===== config.mk =====
export PLATFORM = sky130hd
export DESIGN_NAME = updown_counter_ext
export DESIGN_NICKNAME = d
export VERILOG_FILES = /design/src/rtl/updown_counter_ext.sv
export SDC_FILE = /design/constraint.sdc
export NUM_CORES = 1
export LEC_CHECK = 0
export ABC_AREA = 0
export CORE_MARGIN = 2
export CORE_UTILIZATION = 55
export CTS_CLUSTER_SIZE = 28
export DETAILED_ROUTE_END_ITERATION = 16
export PLACE_DENSITY_LB_ADDON = 0.1
export SYNTH_ARGS = -nofsm -noshare
export SYNTH_HDL_FRONTEND = slang
export SYNTH_SLANG_ARGS = --single-unit

===== constraint.sdc =====
create_clock -name clk -period 4.1 [get_ports clk]
set_input_delay 0.82 -clock clk [delete_from_list [all_inputs] [get_ports clk]]
set_output_delay 0.82 -clock clk [all_outputs]
set_load 0.01 [all_outputs]

===== src/rtl/updown_counter_ext.sv =====
// Up/down counter with programmable bounds and step, wrap / saturate / one-shot modes,
// registered terminal-count pulse and sticky overflow flag.
module updown_counter_ext #(
  parameter int WIDTH  = 8,
  parameter int STEP_W = 4
) (
  input  logic              clk,
  input  logic              reset_n,
  input  logic              clr,
  input  logic              load,
  input  logic [WIDTH-1:0]  load_val,
  input  logic              en,
  input  logic              up_down,
  input  logic [STEP_W-1:0] step,
  input  logic [WIDTH-1:0]  min_val,
  input  logic [WIDTH-1:0]  max_val,
  input  logic [1:0]        mode,
  input  logic              ovf_clr,
  output logic [WIDTH-1:0]  q_out,
  output logic              tc,
  output logic              ovf,
  output logic              halted,
  output logic              at_min,
  output logic              at_max,
  output logic              cfg_err
);

  localparam logic [1:0] MODE_WRAP    = 2'b00;
  localparam logic [1:0] MODE_SAT     = 2'b01;
  localparam logic [1:0] MODE_ONESHOT = 2'b10;
  localparam logic [1:0] MODE_WRAP_B  = 2'b11;

  logic [WIDTH-1:0] q_r;
  logic             tc_r;
  logic             ovf_r;
  logic             halted_r;

  logic [WIDTH-1:0] q_nxt_s;
  logic             tc_nxt_s;
  logic             ovf_nxt_s;
  logic             halted_nxt_s;

  logic [WIDTH:0]   step_ext_s;
  logic [WIDTH:0]   q_ext_s;
  logic [WIDTH:0]   up_sum_s;
  logic [WIDTH:0]   min_plus_s;
  logic [WIDTH-1:0] dn_val_s;
  logic [WIDTH-1:0] load_clamped_s;
  logic             step_nz_s;
  logic             cross_s;
  logic             count_en_s;
  logic             fire_s;
  logic             cfg_err_s;

  // Widened unsigned arithmetic so neither direction can wrap before the crossing test.
  always_comb begin
    step_ext_s = {{(WIDTH + 1 - STEP_W){1'b0}}, step};
    q_ext_s    = {1'b0, q_r};
    up_sum_s   = q_ext_s + step_ext_s;
    min_plus_s = {1'b0, min_val} + step_ext_s;
    dn_val_s   = q_r - step_ext_s[WIDTH-1:0];
    step_nz_s  = (step != {STEP_W{1'b0}});
    cfg_err_s  = (min_val > max_val);
    if (!step_nz_s) begin
      cross_s = 1'b0;
    end else if (up_down) begin
      cross_s = (up_sum_s > {1'b0, max_val});
    end else begin
      cross_s = (q_ext_s < min_plus_s);
    end
    if (load_val < min_val) begin
      load_clamped_s = min_val;
    end else if (load_val > max_val) begin
      load_clamped_s = max_val;
    end else begin
      load_clamped_s = load_val;
    end
    count_en_s = en & ~cfg_err_s & ~(halted_r & (mode == MODE_ONESHOT));
    fire_s     = ~clr & ~load & count_en_s & cross_s;
  end

  // Next-state selection: clr > load > count; tc is a one-cycle pulse.
  always_comb begin
    q_nxt_s      = q_r;
    tc_nxt_s     = 1'b0;
    halted_nxt_s = halted_r;
    if (clr) begin
      q_nxt_s      = min_val;
      halted_nxt_s = 1'b0;
    end else if (load) begin
      q_nxt_s      = load_clamped_s;
      halted_nxt_s = 1'b0;
    end else if (count_en_s) begin
      if (cross_s) begin
        tc_nxt_s = 1'b1;
        case (mode)
          MODE_SAT: begin
            q_nxt_s = up_down ? max_val : min_val;
          end
          MODE_ONESHOT: begin
            q_nxt_s      = up_down ? max_val : min_val;
            halted_nxt_s = 1'b1;
          end
          MODE_WRAP, MODE_WRAP_B: begin
            q_nxt_s = up_down ? min_val : max_val;
          end
          default: begin
            q_nxt_s = up_down ? min_val : max_val;
          end
        endcase
      end else if (up_down) begin
        q_nxt_s = up_sum_s[WIDTH-1:0];
      end else begin
        q_nxt_s = dn_val_s;
      end
    end else begin
      q_nxt_s = q_r;
    end
    if (mode != MODE_ONESHOT) begin
      halted_nxt_s = 1'b0;
    end else begin
      halted_nxt_s = halted_nxt_s;
    end
  end

  // Sticky overflow: a crossing in the same cycle as ovf_clr keeps it set.
  always_comb begin
    if (fire_s) begin
      ovf_nxt_s = 1'b1;
    end else if (ovf_clr) begin
      ovf_nxt_s = 1'b0;
    end else begin
      ovf_nxt_s = ovf_r;
    end
  end

  // State registers.
  always_ff @(posedge clk or negedge reset_n) begin
    if (!reset_n) begin
      q_r      <= {WIDTH{1'b0}};
      tc_r     <= 1'b0;
      ovf_r    <= 1'b0;
      halted_r <= 1'b0;
    end else begin
      q_r      <= q_nxt_s;
      tc_r     <= tc_nxt_s;
      ovf_r    <= ovf_nxt_s;
      halted_r <= halted_nxt_s;
    end
  end

  assign q_out   = q_r;
  assign tc      = tc_r;
  assign ovf     = ovf_r;
  assign halted  = halted_r;
  assign at_min  = (q_r == min_val);
  assign at_max  = (q_r == max_val);
  assign cfg_err = cfg_err_s;

endmodule


==> reports/metrics.csv <==
stage;metric;value;unit
clocking;post-cts-setup-buffers;0;
sta;slew_headroom;0.425;
floorplan;rows;26;
sta;setup-violations-final;0;
yosys;synth_edf_count;0;
sta;timing.final.crit_share;0.966;
setup_path;end_kind;flop;
setup_path;r2r_setup_slack;0.48;ns
place;place_inst;502;
sta;rsz0062_at_grt;true;
finish;layout.nets;528;
place;dp_slack;-0.291;ns
routing;drc;0;
sta;fin_skew;0.00550;ns
setup_path;cp_slowest_cell;clkdlybuf4s50_1;
yosys;synth_common_cells;ha_1, inv_1, xnor2_1, a21oi_1, nor2_1;
power_and_ir_drop;p_leak;1.65;nW
grt;antenna_found_initial;0;
grt;grt_pass1_wl;14800;um
yosys;yosysTopAreaCell;ha_1;
floorplan;fp.dieH;75.8;um
clocking;cts_buffer_depth;2;
yosys;yosysMostFrequentCell;ha_1;
yosys;ys_ff_latch;11;
floorplan;start_util;0.563;
sta;hold_viol;0;
clocking;cts.sinks;11;
setup_path;timing.rr.start;q_out[1];
clocking;clkTransAtPathRegs;0.06;ns
setup_path;critPathArrivalTime;4.09;ns
clocking;cts_root_buf;clkbuf_8;
hold_path;hp-class;reg -> reg;
setup_path;worstPathMaxFanout;5;
yosys;syn_inst;354;
yosys;yosysWarnings;0;
run_status;status;completed;
power_and_ir_drop;ir_drop;0.203;mV
clocking;cts_tree;done;
sta;fin_crit;3.96;ns
clocking;cts_buffers;3;
place;place.gp.congestion;0.992;
yosys;synth_fp_nets;445;
yosys;async_flop_share;1.00;
setup_path;worstRegToRegCells;14;
yosys;seq_area_frac_synth;0.0970;
clocking;clkLatencyLatePin;0.25;ns
clocking;htree_levels;1;
sta;max_freq;252;MHz
setup_path;cp-start-kind;input pin;
flow_run;maxCapViolations;0;
finish;antenna-diode-count;0;
sta;worstMarginPinSlew;0.859;ns
hold_path;hold_depth;2;
finish;final_cells;506;
setup_path;reg2reg_to;q_out[3];
yosys;netlist_area;0.00284;mm2
setup_path;worstSetupPathType;in -> reg;
grt;grt_pass1_vias;2883;
setup_path;required;4.23;ns
routing;vias;3131;
floorplan;dieWidth;75.8;um
routing;vias_per_cell;6.19;
grt;grt_start_max_net_pins;18;
yosys;synthFlopType;dfrtp_1;
sta;setup_slack;0.139;ns
clocking;cts_hold_buf;0;
floorplan;die-area;0.00575;mm2
place;numPortBuffers;50;
grt;grt_usage;0.349;
routing;first_iter_violations;287;
yosys;yosysTopAreaCellShare;0.225;
place;dp_hpwl;7940;um
grt;gr-total-overflow;0;
hold_path;hold_start;ovf;
power_and_ir_drop;total_power;1.10;mW
routing;ant_nets;0;
hold_path;min_to;ovf;
sta;slew_violations;0;
setup_path;crit_chain;clkdlybuf4s50_1 -> inv_1 -> ha_2 -> o41ai_4 -> nand3_2 -> xnor2_2 -> ha_1 -> nand4_1 -> a2bb2oi_1 -> o221ai_2 -> a31o_4 -> a2111oi_4 -> a211oi_1 -> o31a_1;
yosys;postSynthAreaPerCell;8.02;um2
routing;firstDrtPassIters;5;
finish;area_growth;33.9;%
floorplan;ios;51;
setup_path;slowest_delay;0.47;ns
routing;drt_wl_total;9850;um
finish;drive_above_1_share;0.161;
floorplan;core_area;0.00504;mm2
routing;wl_per_cell;19.5;um
yosys;yosys-top-cells-area;ha_1, xnor2_1, dfrtp_1;
yosys;synth_cell_types;64;
power_and_ir_drop;powerDensity;289;mW/mm2
==> worst max-delay path, delay by kind of cell <==
kind	cells	cell delay (ns)
AOI/OAI and AO/OA	7	1.70
xor gates and xnor gates	1	0.16
adders and majority gates	2	0.65
buffers and inverters	2	0.52
and+or+nand+nor	2	0.25
==> final cells by class <==
type / count / area (um2)
Sequential cell: 11 / 275
Fill cell: 395 / 1240
Tap cell: 70 / 87.6
Inverter: 34 / 128
Clock buffer: 4 / 45.0
Timing Repair Buffer: 90 / 803
Multi-Input combinational cell: 297 / 2460
==> cell families (layout without fill, tap and decap cells) <==
| kind of cell | count (synthesis) | count (layout) | synth area share |
|---|---|---|---|
| AOI/OAI and AO/OA | 108 | 108 | 0.277 |
| and+or+nand+nor | 92 | 92 | 0.175 |
| adders and majority gates | 54 | 54 | 0.246 |
| buffers and inverters | 46 | 128 | 0.0696 |
| xor gates and xnor gates | 36 | 36 | 0.111 |
| DFF | 11 | 11 | 0.0970 |
| muxes | 7 | 7 | 0.0247 |
==> flip-flops by register name (all words and copies together) (netlist names) <==
name and count:
q_out 8, tc 1, halted 1, ovf 1
==> metrics by stage <==
| stage | setup TNS (ns) | area (um2) | hold slack [ns] | util |
|---|---|---|---|---|
| 4_1_cts | 0 | 3710 | 0.543 | 0.736 |
| 5_1_grt | -0.0774 | 3800 | 0.563 | 0.754 |
| 3_5_place_dp | -2.10 | 3660 | 0.535 | 0.725 |
| 2_1_floorplan | 0 | 2840 | 0.524 | - |
| 6_report | 0 | 3800 | 0.533 | 0.754 |
| 3_3_place_gp | -1.43 | 3660 | 0.521 | 0.725 |
==> routing by layer <==
| layer | routed length [um] | GRT usage |
|---|---|---|
| met1 | 4210 | 0.461 |
| met2 | 4570 | 0.552 |
| met3 | 861 | 0.0966 |
| met4 | 216 | 0.109 |
| met5 | 0 | 0 |
==> cell usage in the layout (no fill, tap or decap), types with 6 or more instances in the layout <==
cell / n
a211oi_1: 6
a21oi_1: 30
buf_4: 40
clkdlybuf4s50_1: 49
dfrtp_1: 11
ha_1: 48
inv_1: 34
mux2i_1: 7
nand2_1: 18
nand2b_1: 6
nand3_1: 9
nand4_1: 10
nor2_1: 18
nor3_1: 10
o211ai_1: 6
o21ai_0: 13
xnor2_1: 31
==> power by group <==
group          internal [mW]  switching, mW  leakage (nW)
Clock                 0.0687         0.0462        0.0228
Combinational          0.390          0.435          1.50
Sequential             0.124         0.0326         0.132
==> repair_timing <==
action	CTS	global route
gates resized for setup	2	17
pin swaps	0	7
setup endpoints to repair	4	9
==> worst max-delay path by stage <==
| stage | cells after the start | slack (ns) | from | endpoint |
|---|---|---|---|---|
| floorplan | 14 | 0.35 | step[2] | q_out[1] |
| global placement | 16 | -0.24 | step[1] | q_out[1] |
| global route | 17 | -0.04 | step[2] | q_out[4] |
| finish | 14 | 0.14 | step[3] | q_out[3] |
| CTS | 14 | 0.04 | step[2] | q_out[3] |
| detailed placement | 16 | -0.29 | step[1] | q_out[1] |
(Power assumes the default switching activity.)
